`config.mk`:
```
export PLATFORM = sky130hd
export DESIGN_NAME = pattern_frame_writer
export DESIGN_NICKNAME = d
export VERILOG_FILES = /design/src/rtl/pattern_frame_writer.sv
export SDC_FILE = /design/constraint.sdc
export NUM_CORES = 1
export LEC_CHECK = 0
export BUFFER_PORTS_ARGS = -buffer_cell sky130_fd_sc_hd__buf_2
export CAP_MARGIN = 5
export CORE_MARGIN = 3
export CORE_UTILIZATION = 40
export CTS_BUF_LIST = sky130_fd_sc_hd__clkbuf_4 sky130_fd_sc_hd__clkbuf_8 sky130_fd_sc_hd__clkbuf_16
export CTS_CLUSTER_DIAMETER = 100
export DETAILED_ROUTE_END_ITERATION = 7
export SLEW_MARGIN = 20
export SYNTH_ARGS = -nofsm -noshare
export SYNTH_HDL_FRONTEND = slang
export SYNTH_SLANG_ARGS = --single-unit
```
`constraint.sdc`:
```
create_clock -name clk -period 6.1 [get_ports clk]
set_clock_uncertainty 0.15 [all_clocks]
set_input_delay 1.83 -clock clk [delete_from_list [all_inputs] [get_ports clk]]
set_output_delay 1.83 -clock clk [all_outputs]
set_load 0.03 [all_outputs]
```
`src/rtl/pattern_frame_writer.sv`:
```
// Test-pattern frame writer: fills a 2^IMG_W_LOG2 x 2^IMG_H_LOG2 frame in SRAM,
// one word per pixel, through an acknowledged write handshake.
module pattern_frame_writer #(
    parameter int IMG_W_LOG2 = 5,
    parameter int IMG_H_LOG2 = 5,
    parameter int ADDR_W     = 18,
    parameter int DATA_W     = 32,
    parameter int CHECK_LOG2 = 2
) (
    input  logic              clk,
    input  logic              reset,
    input  logic              start,
    input  logic [2:0]        mode,
    input  logic [23:0]       solid_color,
    input  logic [ADDR_W-1:0] starting_address,
    output logic [DATA_W-1:0] mem_data,
    output logic [ADDR_W-1:0] mem_addr,
    output logic              mem_wren,
    input  logic              mem_ack,
    output logic              busy,
    output logic              done
);
    localparam int PIX_W = IMG_W_LOG2 + IMG_H_LOG2;

    localparam logic [1:0] S_IDLE  = 2'd0;
    localparam logic [1:0] S_WRITE = 2'd1;
    localparam logic [1:0] S_GAP   = 2'd2;
    localparam logic [1:0] S_DONE  = 2'd3;

    logic [1:0]            state;
    logic [IMG_W_LOG2-1:0] x;
    logic [IMG_H_LOG2-1:0] y;
    logic [PIX_W-1:0]      idx;
    logic [2:0]            mode_q;
    logic [23:0]           color_q;
    logic [ADDR_W-1:0]     base_q;
    logic [23:0]           next_pix;

    // Left-align a coordinate into 8 bits: (v << 8) >> bits covers both
    // narrow (v << (8-bits)) and wide (top 8 bits of v) coordinates.
    function automatic logic [7:0] gray(input logic [9:0] v, input int bits);
        logic [17:0] t;
        t = {8'd0, v} << 8;
        t = t >> bits;
        return t[7:0];
    endfunction

    function automatic logic [23:0] pixel(input logic [2:0]            m,
                                          input logic [23:0]           solid,
                                          input logic [IMG_W_LOG2-1:0] px,
                                          input logic [IMG_H_LOG2-1:0] py);
        logic [2:0]  b;
        logic [7:0]  lvl;
        logic [23:0] c;
        b   = px[IMG_W_LOG2-1 -: 3];
        lvl = 8'd0;
        c   = solid;
        case (m)
            3'd1: begin
                case (b)
                    3'd0:    c = 24'hc0c0c0;
                    3'd1:    c = 24'hc0c000;
                    3'd2:    c = 24'h00c0c0;
                    3'd3:    c = 24'h00c000;
                    3'd4:    c = 24'hc000c0;
                    3'd5:    c = 24'hc00000;
                    3'd6:    c = 24'h0000c0;
                    default: c = 24'hffffff;
                endcase
            end
            3'd2:    c = (px[CHECK_LOG2] ^ py[CHECK_LOG2]) ? 24'h000000 : 24'hffffff;
            3'd3: begin
                lvl = gray(10'(px), IMG_W_LOG2);
                c   = {lvl, lvl, lvl};
            end
            3'd4: begin
                lvl = gray(10'(py), IMG_H_LOG2);
                c   = {lvl, lvl, lvl};
            end
            default: c = solid;
        endcase
        return c;
    endfunction

    // The first pixel is launched straight from IDLE, before the latched
    // copies of mode/colour exist, so it uses the live inputs at (0,0).
    always_comb begin
        next_pix = pixel(mode_q, color_q, x, y);
        if (state == S_IDLE) begin
            next_pix = pixel(mode, solid_color, '0, '0);
        end
    end

    always_ff @(posedge clk) begin
        if (state == S_IDLE && start) begin
            mode_q  <= mode;
            color_q <= solid_color;
            base_q  <= starting_address;
        end
    end

    always_ff @(posedge clk) begin
        if (reset) begin
            state    <= S_IDLE;
            x        <= '0;
            y        <= '0;
            idx      <= '0;
            mem_data <= '0;
            mem_addr <= '0;
            mem_wren <= 1'b0;
            busy     <= 1'b0;
            done     <= 1'b0;
        end else begin
            case (state)
                S_IDLE: begin
                    mem_data <= '0;
                    mem_addr <= '0;
                    mem_wren <= 1'b0;
                    busy     <= 1'b0;
                    done     <= 1'b0;
                    if (start) begin
                        x        <= '0;
                        y        <= '0;
                        idx      <= '0;
                        state    <= S_WRITE;
                        mem_wren <= 1'b1;
                        mem_addr <= starting_address;
                        mem_data <= DATA_W'(next_pix);
                        busy     <= 1'b1;
                    end
                end
                S_WRITE: begin
                    if (mem_ack) begin
                        mem_wren <= 1'b0;
                        mem_addr <= '0;
                        mem_data <= '0;
                        if (idx == '1) begin
                            state <= S_DONE;
                            busy  <= 1'b0;
                            done  <= 1'b1;
                        end else begin
                            x     <= x + 1'b1;
                            if (x == '1) y <= y + 1'b1;
                            idx   <= idx + 1'b1;
                            state <= S_GAP;
                        end
                    end
                end
                S_GAP: begin
                    state    <= S_WRITE;
                    mem_wren <= 1'b1;
                    mem_addr <= base_q + ADDR_W'(idx);
                    mem_data <= DATA_W'(next_pix);
                end
                S_DONE: begin
                    if (!start) begin
                        state <= S_IDLE;
                        done  <= 1'b0;
                    end
                end
                default: state <= S_IDLE;
            endcase
        end
    end
endmodule

```
==> reports/metrics.yaml, run 1 <==
max_stage_delay_ns: 0.81
dr.pass1.iters: 4
crit_path_start_kind: "input port"
dp.cells: 829
avgSynthCellArea_um2: 9.64
gp_congestion: 0.854
synth.cells.most_frequent: "67 x dfxtp_1, 53 x nor2_1, 45 x edfxtp_1"
report.final.slew_viol_count: 0
rr_worst_depth: 8
yosys_most_used_dff: "dfxtp_1"
place_area_um2: 6250
grt_pass1_vias: 4730
clk_pin_slew_ns: 0.08
antenna_found_initial: 0
grt_max_degree: 52
routed_wl_um: 15100
clkSinkCount: 112
grt_first_pass_wirelength_um: 24200
netlist_top_cells_area: "edfxtp_1 24%, dfxtp_1 24%, ha_1 4.4%"
criticalPathCategory: "input port to flop"
slowest_stage: "nor2_1"
syn-instance-count: 587
die_w_um: 125
slew_headroom: 0.298
fin_nets: 734
insertion_delay_ns: 0.37
initial_core_util: 0.417
io_buffers: 93
fmax_mhz: 255
synth_area_um2: 5660
grt_usage: 0.191
post-cts-setup-buffers: 0
post_cts_resized: 0
diodes: 0
powerDensity_nw_per_um2: 344
ys.warnings.count: 0
ff2ff_setup_slack_ns: 2.75
core_region_area_um2: 13600
cts_buffers: 9
boundaryPins: 102
cts_tree: "done"
vdd_drop_max_mv: 0.159
fin_cells: 845
power.leakage_nw: 2.51
worst_pin_slew_ns: 1.05
r2r_start: "state[1]"
hp-class: "flop to flop"
setup.worst_path.end_class: "flop"
drcViolationCount: 0
drv_cap: 0
endpoint: "mem_addr[15]"
fin_crit_sh: 0.642
row_count: 42
fillCellCount: 1302
dieArea_um2: 15600
crit_start: "mem_ack"
antenna_left: 0
htreeDepth: 3
async_reset_ff_frac: 0
crit_arrival_ns: 4.06
area_delta_synth_final_pct: 15.8
final_area_um2: 6550
vias: 4873
synth_edf_count: 45
yosysTopAreaCell: "edfxtp_1"
finalHoldViolations: 0
finalCriticalPeriod_ns: 3.91
pre_cts_slack_ns: 1.85
drive_gt1_frac: 0.191
synth_cell_types: 62
finalSetupTns_ns: 0
routedWlPerCell_um: 17.9
crit_fanout: 14
required_ns: 6.24
cts_root_buffer: "clkbuf_16"
synth-seq-area-share: 0.476
layout_setup_ws_ns: 2.19
die_h_um: 125
synthMostInstantiatedCell: "dfxtp_1"
rsz0062_at_grt: "no"
synth_top_area_share: 0.239
overflow: 0
r2r-end: "mem_addr[15]"
clockBufferDepth: 2
crit_path_cell_trace: "buf_2 -> nor2b_1 -> nor2_1 -> buf_4 -> o21ai_0 -> or4b_2 -> o211ai_1"
holdBufCountCts: 0
hpwl_um: 10400
drtIter0Drc: 348
yosys_register_bits: 112
status: "completed"
setup_viol: 0
viasPerCell: 5.77
[how the worst min path moves through the flow]
stage                 start  slack (ns)            to  depth (start not counted)
6_report       mem_data[10]        0.32  mem_data[10]                          2
3_5_place_dp   mem_data[10]        0.31  mem_data[10]                          2
2_1_floorplan          y[4]        0.33          y[4]                          2
3_3_place_gp   mem_data[17]        0.31  mem_data[17]                          2
5_1_grt        mem_data[18]        0.35  mem_data[18]                          2
4_1_cts        mem_data[10]        0.32  mem_data[10]                          2
[through the flow]
step                power (mW)   util  hold slack [ns]
detailed placement        1.66  0.461            0.311
global placement          1.65  0.461            0.310
CTS                       2.26  0.483            0.323
finish                    2.25  0.483            0.322
floorplan                 1.46      -            0.335
global route              2.37  0.483            0.347
[layout make-up]
| cell class | count | area [um2] | area share |
|---|---|---|---|
| multi-input cells | 427 | 2770 | 0.423 |
| flip-flops and latches | 112 | 2690 | 0.411 |
| repair buffers | 101 | 526 | 0.0802 |
| clock buffers | 10 | 233 | 0.0355 |
| well taps | 176 | 220 | 0.0336 |
| clock inverters | 6 | 62.6 | 0.00955 |
| inverters | 13 | 48.8 | 0.00745 |
[worst max-delay path, delay by kind of cell]
kind,cells,cell delay [ns]
and+or+nand+nor,3,1.55
buffers and inverters,2,0.46
AOI/OAI and AO/OA,2,0.22
[layer usage]
metal,global-route usage,part of all wire,up-vias
li1,-,-,2366
met1,0.248,0.45,2332
met2,0.314,0.47,159
met3,0.0516,0.064,16
met4,0.0580,0.013,0
met5,0,0,-
[report_power, final]
part           internal [mW]  total (mW)  switching (mW)  leakage [nW]
clock network          0.294       0.601           0.307         0.146
registers              0.899       0.969          0.0693         0.973
logic                  0.216       0.683           0.467          1.39
total                   1.41        2.25           0.842          2.51
[kinds of logic (layout without fill, tap and decap cells)]
group,Yosys count,after routing,synth area share
other cells,1,8,0.000662
buf+inv,55,130,0.0429
simple gates,175,175,0.155
fa+ha+maj,23,23,0.0513
flops,112,112,0.476
xor+xnor,20,20,0.0309
mux,6,6,0.0108
compound gates,195,195,0.233
[sequential cells by signal, summed over array words and instances, names as in the netlist]
register / cells
color_q: 24
state: 2
mem_addr: 18
base_q: 18
idx: 10
y: 5
x: 5
mem_wren: 1
done: 1
busy: 1
mem_data: 24
mode_q: 3
[placed cells by master, fill, tap and decap left out, drive strengths merged, types with 10 or more instances in the layout]
master  instances
a211oi         10
a21oi          39
a311oi         10
a31oi          15
buf           101
clkbuf         10
dfxtp          67
edfxtp         45
ha             20
inv            16
nand2          38
nand3          15
nor2           53
nor3           16
o21ai          44
o221ai         10
xnor2          16
Power figures use the tool's default switching activity.
==> run 2, diff against run 1 <==
--- a/config.mk
+++ b/config.mk
@@ -5,6 +5,7 @@
 export SDC_FILE = /design/constraint.sdc
 export NUM_CORES = 1
 export LEC_CHECK = 0
+export ABC_AREA = 1
 export BUFFER_PORTS_ARGS = -buffer_cell sky130_fd_sc_hd__buf_2
 export CAP_MARGIN = 5
 export CORE_MARGIN = 3
==> constraint.sdc (replaced) <==
create_clock -name clk -period 4.1 [get_ports clk]
set_clock_uncertainty 0.15 [all_clocks]
set_input_delay 1.23 -clock clk [delete_from_list [all_inputs] [get_ports clk]]
set_output_delay 1.23 -clock clk [all_outputs]
set_load 0.03 [all_outputs]
==> run 2 against run 1 <==
Area after synthesis up 8.5%. Die area up 8.1%. Cell area up 6.7%. Non-clock buffer count unchanged. Sequential power up 68%.
==> reports/metrics.yaml, run 2 <==
dieArea_um2: 16900  # +8.1%
synth.cells.most_frequent: "224 x nand2_1, 84 x a21oi_1, 73 x inv_1"
grt_usage: 0.186  # -0.00554
setup_viol: 0  # unchanged
crit_fanout: 16  # +2
clockBufferDepth: 2  # unchanged
required_ns: 4.20  # -2.04 ns
powerDensity_nw_per_um2: 647  # +88%
synthAdderAreaFrac: 0.0440  # -0.00727
drive_gt1_frac: 0.168  # -0.0232
overflow: 0  # unchanged
clkSinkCount: 112  # unchanged
io_buffers: 93  # unchanged
viasPerCell: 4.98  # -14%
post_cts_resized: 0  # unchanged
yosysTopAreaCell: "edfxtp_1"
cts_buffers: 9  # unchanged
area_delta_synth_final_pct: 13.9
yosys_register_bits: 112  # unchanged
drcViolationCount: 0  # unchanged
synth_area_um2: 6140  # +8.5%
finalCriticalPeriod_ns: 2.70
boundaryPins: 102  # unchanged
async_reset_ff_frac: 0  # unchanged
setup.worst_path.end_class: "flop"
finalHoldViolations: 0  # unchanged
diodes: 0  # unchanged
synth_cell_types: 49  # -21%
power.leakage_nw: 3.10  # +23%
gp_congestion: 0.943  # +10%
synth_compound_area_frac: 0.159  # -0.0745
synthSimpleGateAreaFrac: 0.266  # +0.111
post-cts-setup-buffers: 0  # unchanged
cts_tree: "done"
routedWlPerCell_um: 14.2  # -21%
status: "completed"
grt_first_pass_wirelength_um: 25200  # +4.0%
drv_cap: 0  # unchanged
fin_nets: 957  # +30%
avgSynthCellArea_um2: 7.62  # -21%
grt_pass1_vias: 4950  # +4.7%
ys.warnings.count: 0  # unchanged
yosys_most_used_dff: "dfxtp_1"
htreeDepth: 3  # unchanged
die_h_um: 130  # +4.0%
die_w_um: 130  # +4.0%
synthXorXnorAreaFrac: 0.00713  # -0.0238
criticalPathCategory: "flop to flop"
core_region_area_um2: 14800  # +8.8%
place_area_um2: 6710  # +7.3%
initial_core_util: 0.416  # -0.00128
crit_arrival_ns: 2.81  # -1.25 ns
clk_pin_slew_ns: 0.08  # about the same
final_cell_mix: "224 x nand2_1, 93 x buf_2, 84 x a21oi_1"
crit_start: "state[1]"
min_from: "mem_data[17]"
final_area_um2: 6990  # +6.7%
report.final.slew_viol_count: 0  # unchanged
fin_crit_sh: 0.659
hp-class: "flop to flop"
antenna_found_initial: 0  # unchanged
netlist_top_cells_area: "edfxtp_1 22%, dfxtp_1 22%, nand2_1 14%"
synth_top_area_share: 0.220  # -0.0187
insertion_delay_ns: 0.35  # -0.02 ns
reg_top3: "color_q x24, mem_data x24"
grt_max_degree: 40  # -23%
routed_wl_um: 15300  # +0.93%
holdWs_ns: 0.314  # -0.00818 ns
dr.pass1.iters: 5  # +1
syn-instance-count: 806  # +37%
final_common_cell: "nand2_1"
vias: 5363  # +10%
r2r_start: "state[1]"
vdd_drop_max_mv: 0.288  # +81%
hpwl_um: 11100  # +5.9%
slew_headroom: 0.344  # +0.0460
finalSetupTns_ns: 0  # unchanged
p_total_mw: 4.52  # +100%
synthMostInstantiatedCell: "nand2_1"
rsz0062_at_grt: "no"
drtIter0Drc: 384  # +10%
fmax_mhz: 370
worst_pin_slew_ns: 0.982  # -0.0676 ns
synth_edf_count: 45  # unchanged
muxShareOfSynthArea: 0  # -0.0108
synth-seq-area-share: 0.438  # -0.0372
row_count: 44  # +4.8%
synth_top_family_by_area: "simple AND/OR/NAND/NOR gates"
cts_root_buffer: "clkbuf_16"
holdBufCountCts: 0  # unchanged
crit_path_start_kind: "flop"
antenna_left: 0  # unchanged
==> run 2: changes by cell type after synthesis, sizes merged, moves of 9 or more <==
cell,before,now
clkbuf,32,14
a211oi,10,0
nand3,15,55
o211ai,8,19
a21oi,39,86
xnor2,16,1
buf,10,24
or2,1,13
o221ai,10,0
a311oi,10,0
nand2,38,229
inv,13,78
a31oi,15,0
nor3,16,7
==> run 2: area by class of cell <==
class / instances / area [um2]
inverter: 79 / 307
clock inverter: 5 / 47.5
tap: 184 / 230
clock buffer: 11 / 240
timing repair buffer: 101 / 526
sequential: 112 / 2690
multi-input combinational: 584 / 2950
fill: 1489 / 7760
==> run 2: worst paths after layout <==
kind                        to  slack, ns  cells after the start
hold / removal    mem_data[17]       0.31                      2
setup reg to reg   mem_addr[2]       1.40                     12
hold reg to reg   mem_data[17]       0.31                      2
setup / recovery   mem_addr[2]       1.40                     12
==> run 2: kinds of logic after synthesis <==
logic type	after synthesis
and+or+nand+nor	379
AOI/OAI and AO/OA	171
buffers and inverters	117
DFF	112
adders and majority gates	21
xor gates and xnor gates	5
other	1
==> run 2: routing by layer <==
metal / vias to the layer above / global-route usage / part of all wire
met3: 9 / 0.0413 / 0.046
li1: 2806 / - / -
met2: 119 / 0.286 / 0.44
met4: 0 / 0.0348 / 0.0069
met1: 2429 / 0.271 / 0.51
met5: - / 0 / 0
==> run 2: through the flow <==
step | setup slack, ns | util | cells
after floorplan | 1.39 | - | 813
after global placement | 1.09 | 0.455 | 1060
after detailed placement | 1.08 | 0.455 | 1060
after CTS | 1.37 | 0.474 | 1076
after global routing | 1.18 | 0.474 | 1076
final | 1.40 | 0.474 | 1076
==> run 2: worst max-delay path, cell delays in order, from the launching register on <==
cell and delay [ns]:
dfxtp_1 0.42, inv_1 0.11, ha_1 0.32, inv_2 0.29, nor2_4 0.08, nor2_2 0.33
buf_4 0.27, inv_1 0.07, buf_4 0.19, a21oi_1 0.11, o21ai_0 0.10, o211ai_1 0.09
inv_1 0.05
==> run 2: power by group <==
part           internal [mW]  switching, mW  leakage [nW]
sequential              1.48          0.147         0.973
clock                  0.439          0.438         0.141
combinational          0.587           1.43          1.98
==> run 3, diff against run 2 <==
--- a/config.mk
+++ b/config.mk
@@ -5,7 +5,7 @@
 export SDC_FILE = /design/constraint.sdc
 export NUM_CORES = 1
 export LEC_CHECK = 0
-export ABC_AREA = 1
+export ABC_AREA = 0
 export BUFFER_PORTS_ARGS = -buffer_cell sky130_fd_sc_hd__buf_2
 export CAP_MARGIN = 5
 export CORE_MARGIN = 3
==> constraint.sdc (replaced) <==
create_clock -name clk -period 2.3 [get_ports clk]
set_clock_uncertainty 0.15 [all_clocks]
set_input_delay 0.69 -clock clk [delete_from_list [all_inputs] [get_ports clk]]
set_output_delay 0.69 -clock clk [all_outputs]
set_load 0.03 [all_outputs]
==> run 3 against run 2 <==
The run now ends with negative setup slack left. Worst hold slack about the same. Routed wire length is 6.1% higher. Combinational power up 8%. Utilization up 7.3 points. Clock power rose by 87%. Final cell count is 14% lower. Register-to-register slack worse by 1.5 ns. Worst setup slack got worse by 1.5 ns. Die area fell by 7.5%. Critical path depth decreased by 2. Critical path type unchanged.
==> reports/metrics.yaml, run 3 (same netlist as run 1, synthesis figures left out) <==
status: "finished, violations left"
violations: "negative setup slack"
grt_use_met2: 0.354  # +0.0686
clk_pin_slew_ns: 0.08  # about the same
routed_wl_um: 16200  # +6.1%
p_total_mw: 6.38  # +41%
max_stage_delay_ns: 0.42  # about the same
reg_top3: "color_q x24, mem_data x24"
insertion_delay_ns: 0.36  # about the same
crit_path_cell_trace: "ha_4 -> fa_2 -> a21oi_4 -> buf_6 -> o211ai_1 -> buf_4 -> a21oi_4 -> buf_6 -> o211ai_1 -> a31oi_1"
cts_tree: "done"
dr.pass1.iters: 5  # unchanged
cts_buffers: 9  # unchanged
drcViolationCount: 0  # unchanged
criticalPathCategory: "flop to flop"
slowest_stage: "edfxtp_1"
grt_first_pass_wirelength_um: 26000  # +3.0%
diodes: 0  # unchanged
dp.cells: 896  # -15%
power.leakage_nw: 2.94  # -5.2%
grt_usage: 0.202  # +0.0164
cts_root_buffer: "clkbuf_16"
crit_arrival_ns: 2.51  # -0.30 ns
fin_nets: 809  # -15%
dieArea_um2: 15600  # -7.5%
final_cell_mix: "93 x buf_2, 75 x buf_4, 66 x dfxtp_1"
clockBufferDepth: 2  # unchanged
slew_headroom: 0.611  # +0.267
drtIter0Drc: 328  # -15%
setup_viol: 7  # +7
clkSinkCount: 112  # unchanged
drive_gt1_frac: 0.309  # +0.141
grt_max_degree: 31  # -23%
drv_cap: 0  # unchanged
fmax_mhz: 420  # +13%
gp_congestion: 0.904  # -4.1%
routedWlPerCell_um: 17.6  # +24%
vias: 5242  # -2.3%
antenna_found_initial: 0  # unchanged
fillCellCount: 1218  # -18%
finalHoldViolations: 0  # unchanged
htreeDepth: 3  # unchanged
overflow: 0  # unchanged
grt_pass1_vias: 5291  # +6.9%
crit_path_start_kind: "flop"
holdWs_ns: 0.314  # +0.0000560 ns
rsz0062_at_grt: "yes"
die_w_um: 125  # -3.8%
row_count: 42  # -4.5%
hp-class: "flop to flop"
fin_crit_sh: 1.03  # +0.376
grtUsageMet1: 0.246  # -0.0249
setup.worst_path.end_class: "flop"
report.final.slew_viol_count: 0  # unchanged
viasPerCell: 5.70  # +14%
core_region_area_um2: 13600  # -8.1%
final_common_cell: "buf_2"
area_delta_synth_final_pct: 31.1
io_buffers: 93  # unchanged
finalCriticalPeriod_ns: 2.38  # -0.321 ns
die_h_um: 125  # -3.8%
antenna_left: 0  # unchanged
layout_setup_ws_ns: -0.0803  # -1.48 ns
hpwl_um: 11700  # +5.8%
crit_fanout: 4  # -12
grt_use_met3: 0.0576  # +0.0162
powerDensity_nw_per_um2: 860  # +33%
initial_core_util: 0.417  # +0.00128
boundaryPins: 102  # unchanged
required_ns: 2.43  # -1.77 ns
worst_pin_slew_ns: 0.584  # -0.398 ns
grt.busiest_layer: "met2"
fin_cells: 920  # -14%
vdd_drop_max_mv: 0.795  # +180%
==> run 3: area by class of cell <==
class | instances | area (um2) | area share
flip-flops and latches | 112 | 2690 | 0.363
well taps | 176 | 220 | 0.0297
multi-input cells | 427 | 2990 | 0.403
inverters | 13 | 48.8 | 0.00658
repair buffers | 176 | 1150 | 0.155
clock buffers | 9 | 225 | 0.0303
clock inverters | 7 | 85.1 | 0.0115
==> run 3: where the power goes <==
group | internal [mW] | total, mW | switching, mW
logic | 0.837 | 2.18 | 1.35
registers | 2.38 | 2.55 | 0.171
clock network | 0.873 | 1.64 | 0.772
==> run 3: worst paths after layout <==
path                 from            to  slack, ns  cells past startpoint
min reg2reg  mem_data[17]  mem_data[17]       0.31                      2
max reg2reg     base_q[0]  mem_addr[14]      -0.08                     10
min          mem_data[17]  mem_data[17]       0.31                      2
max             base_q[0]  mem_addr[14]      -0.08                     10
==> run 3: per-layer routing <==
| metal | up-vias | share of wire |
|---|---|---|
| li1 | 2510 | - |
| met1 | 2561 | 0.43 |
| met2 | 152 | 0.50 |
| met3 | 19 | 0.057 |
| met4 | 0 | 0.015 |
| met5 | - | 0 |
==> run 3: worst max-delay path: cells and delay by family (launching register included) <==
family / cells / cell delay, ns
compound gates: 5 / 0.77
fa+ha+maj: 2 / 0.56
buf+inv: 3 / 0.42
flops: 1 / 0.42
==> run 3: timing repair <==
item                                    4_1_cts  5_1_grt
cloned                                        0        1
resized for setup                            12       28
setup buffers                                 4        4
hold buffers                                  0        0
endpoints found under the setup margin        7       23
pin swaps                                    12       30
==> run 3: metrics by stage <==
stage | utilization | setup TNS (ns) | setup WS [ns] | instance area (um2)
3_5_place_dp | 0.502 | -0.461 | -0.193 | 6810
3_3_place_gp | 0.502 | -0.129 | -0.129 | 6810
2_1_floorplan | - | -0.0123 | -0.0114 | 5700
5_1_grt | 0.547 | -1.05 | -0.189 | 7420
6_report | 0.547 | -0.338 | -0.0803 | 7420
4_1_cts | 0.532 | -0.158 | -0.0808 | 7220
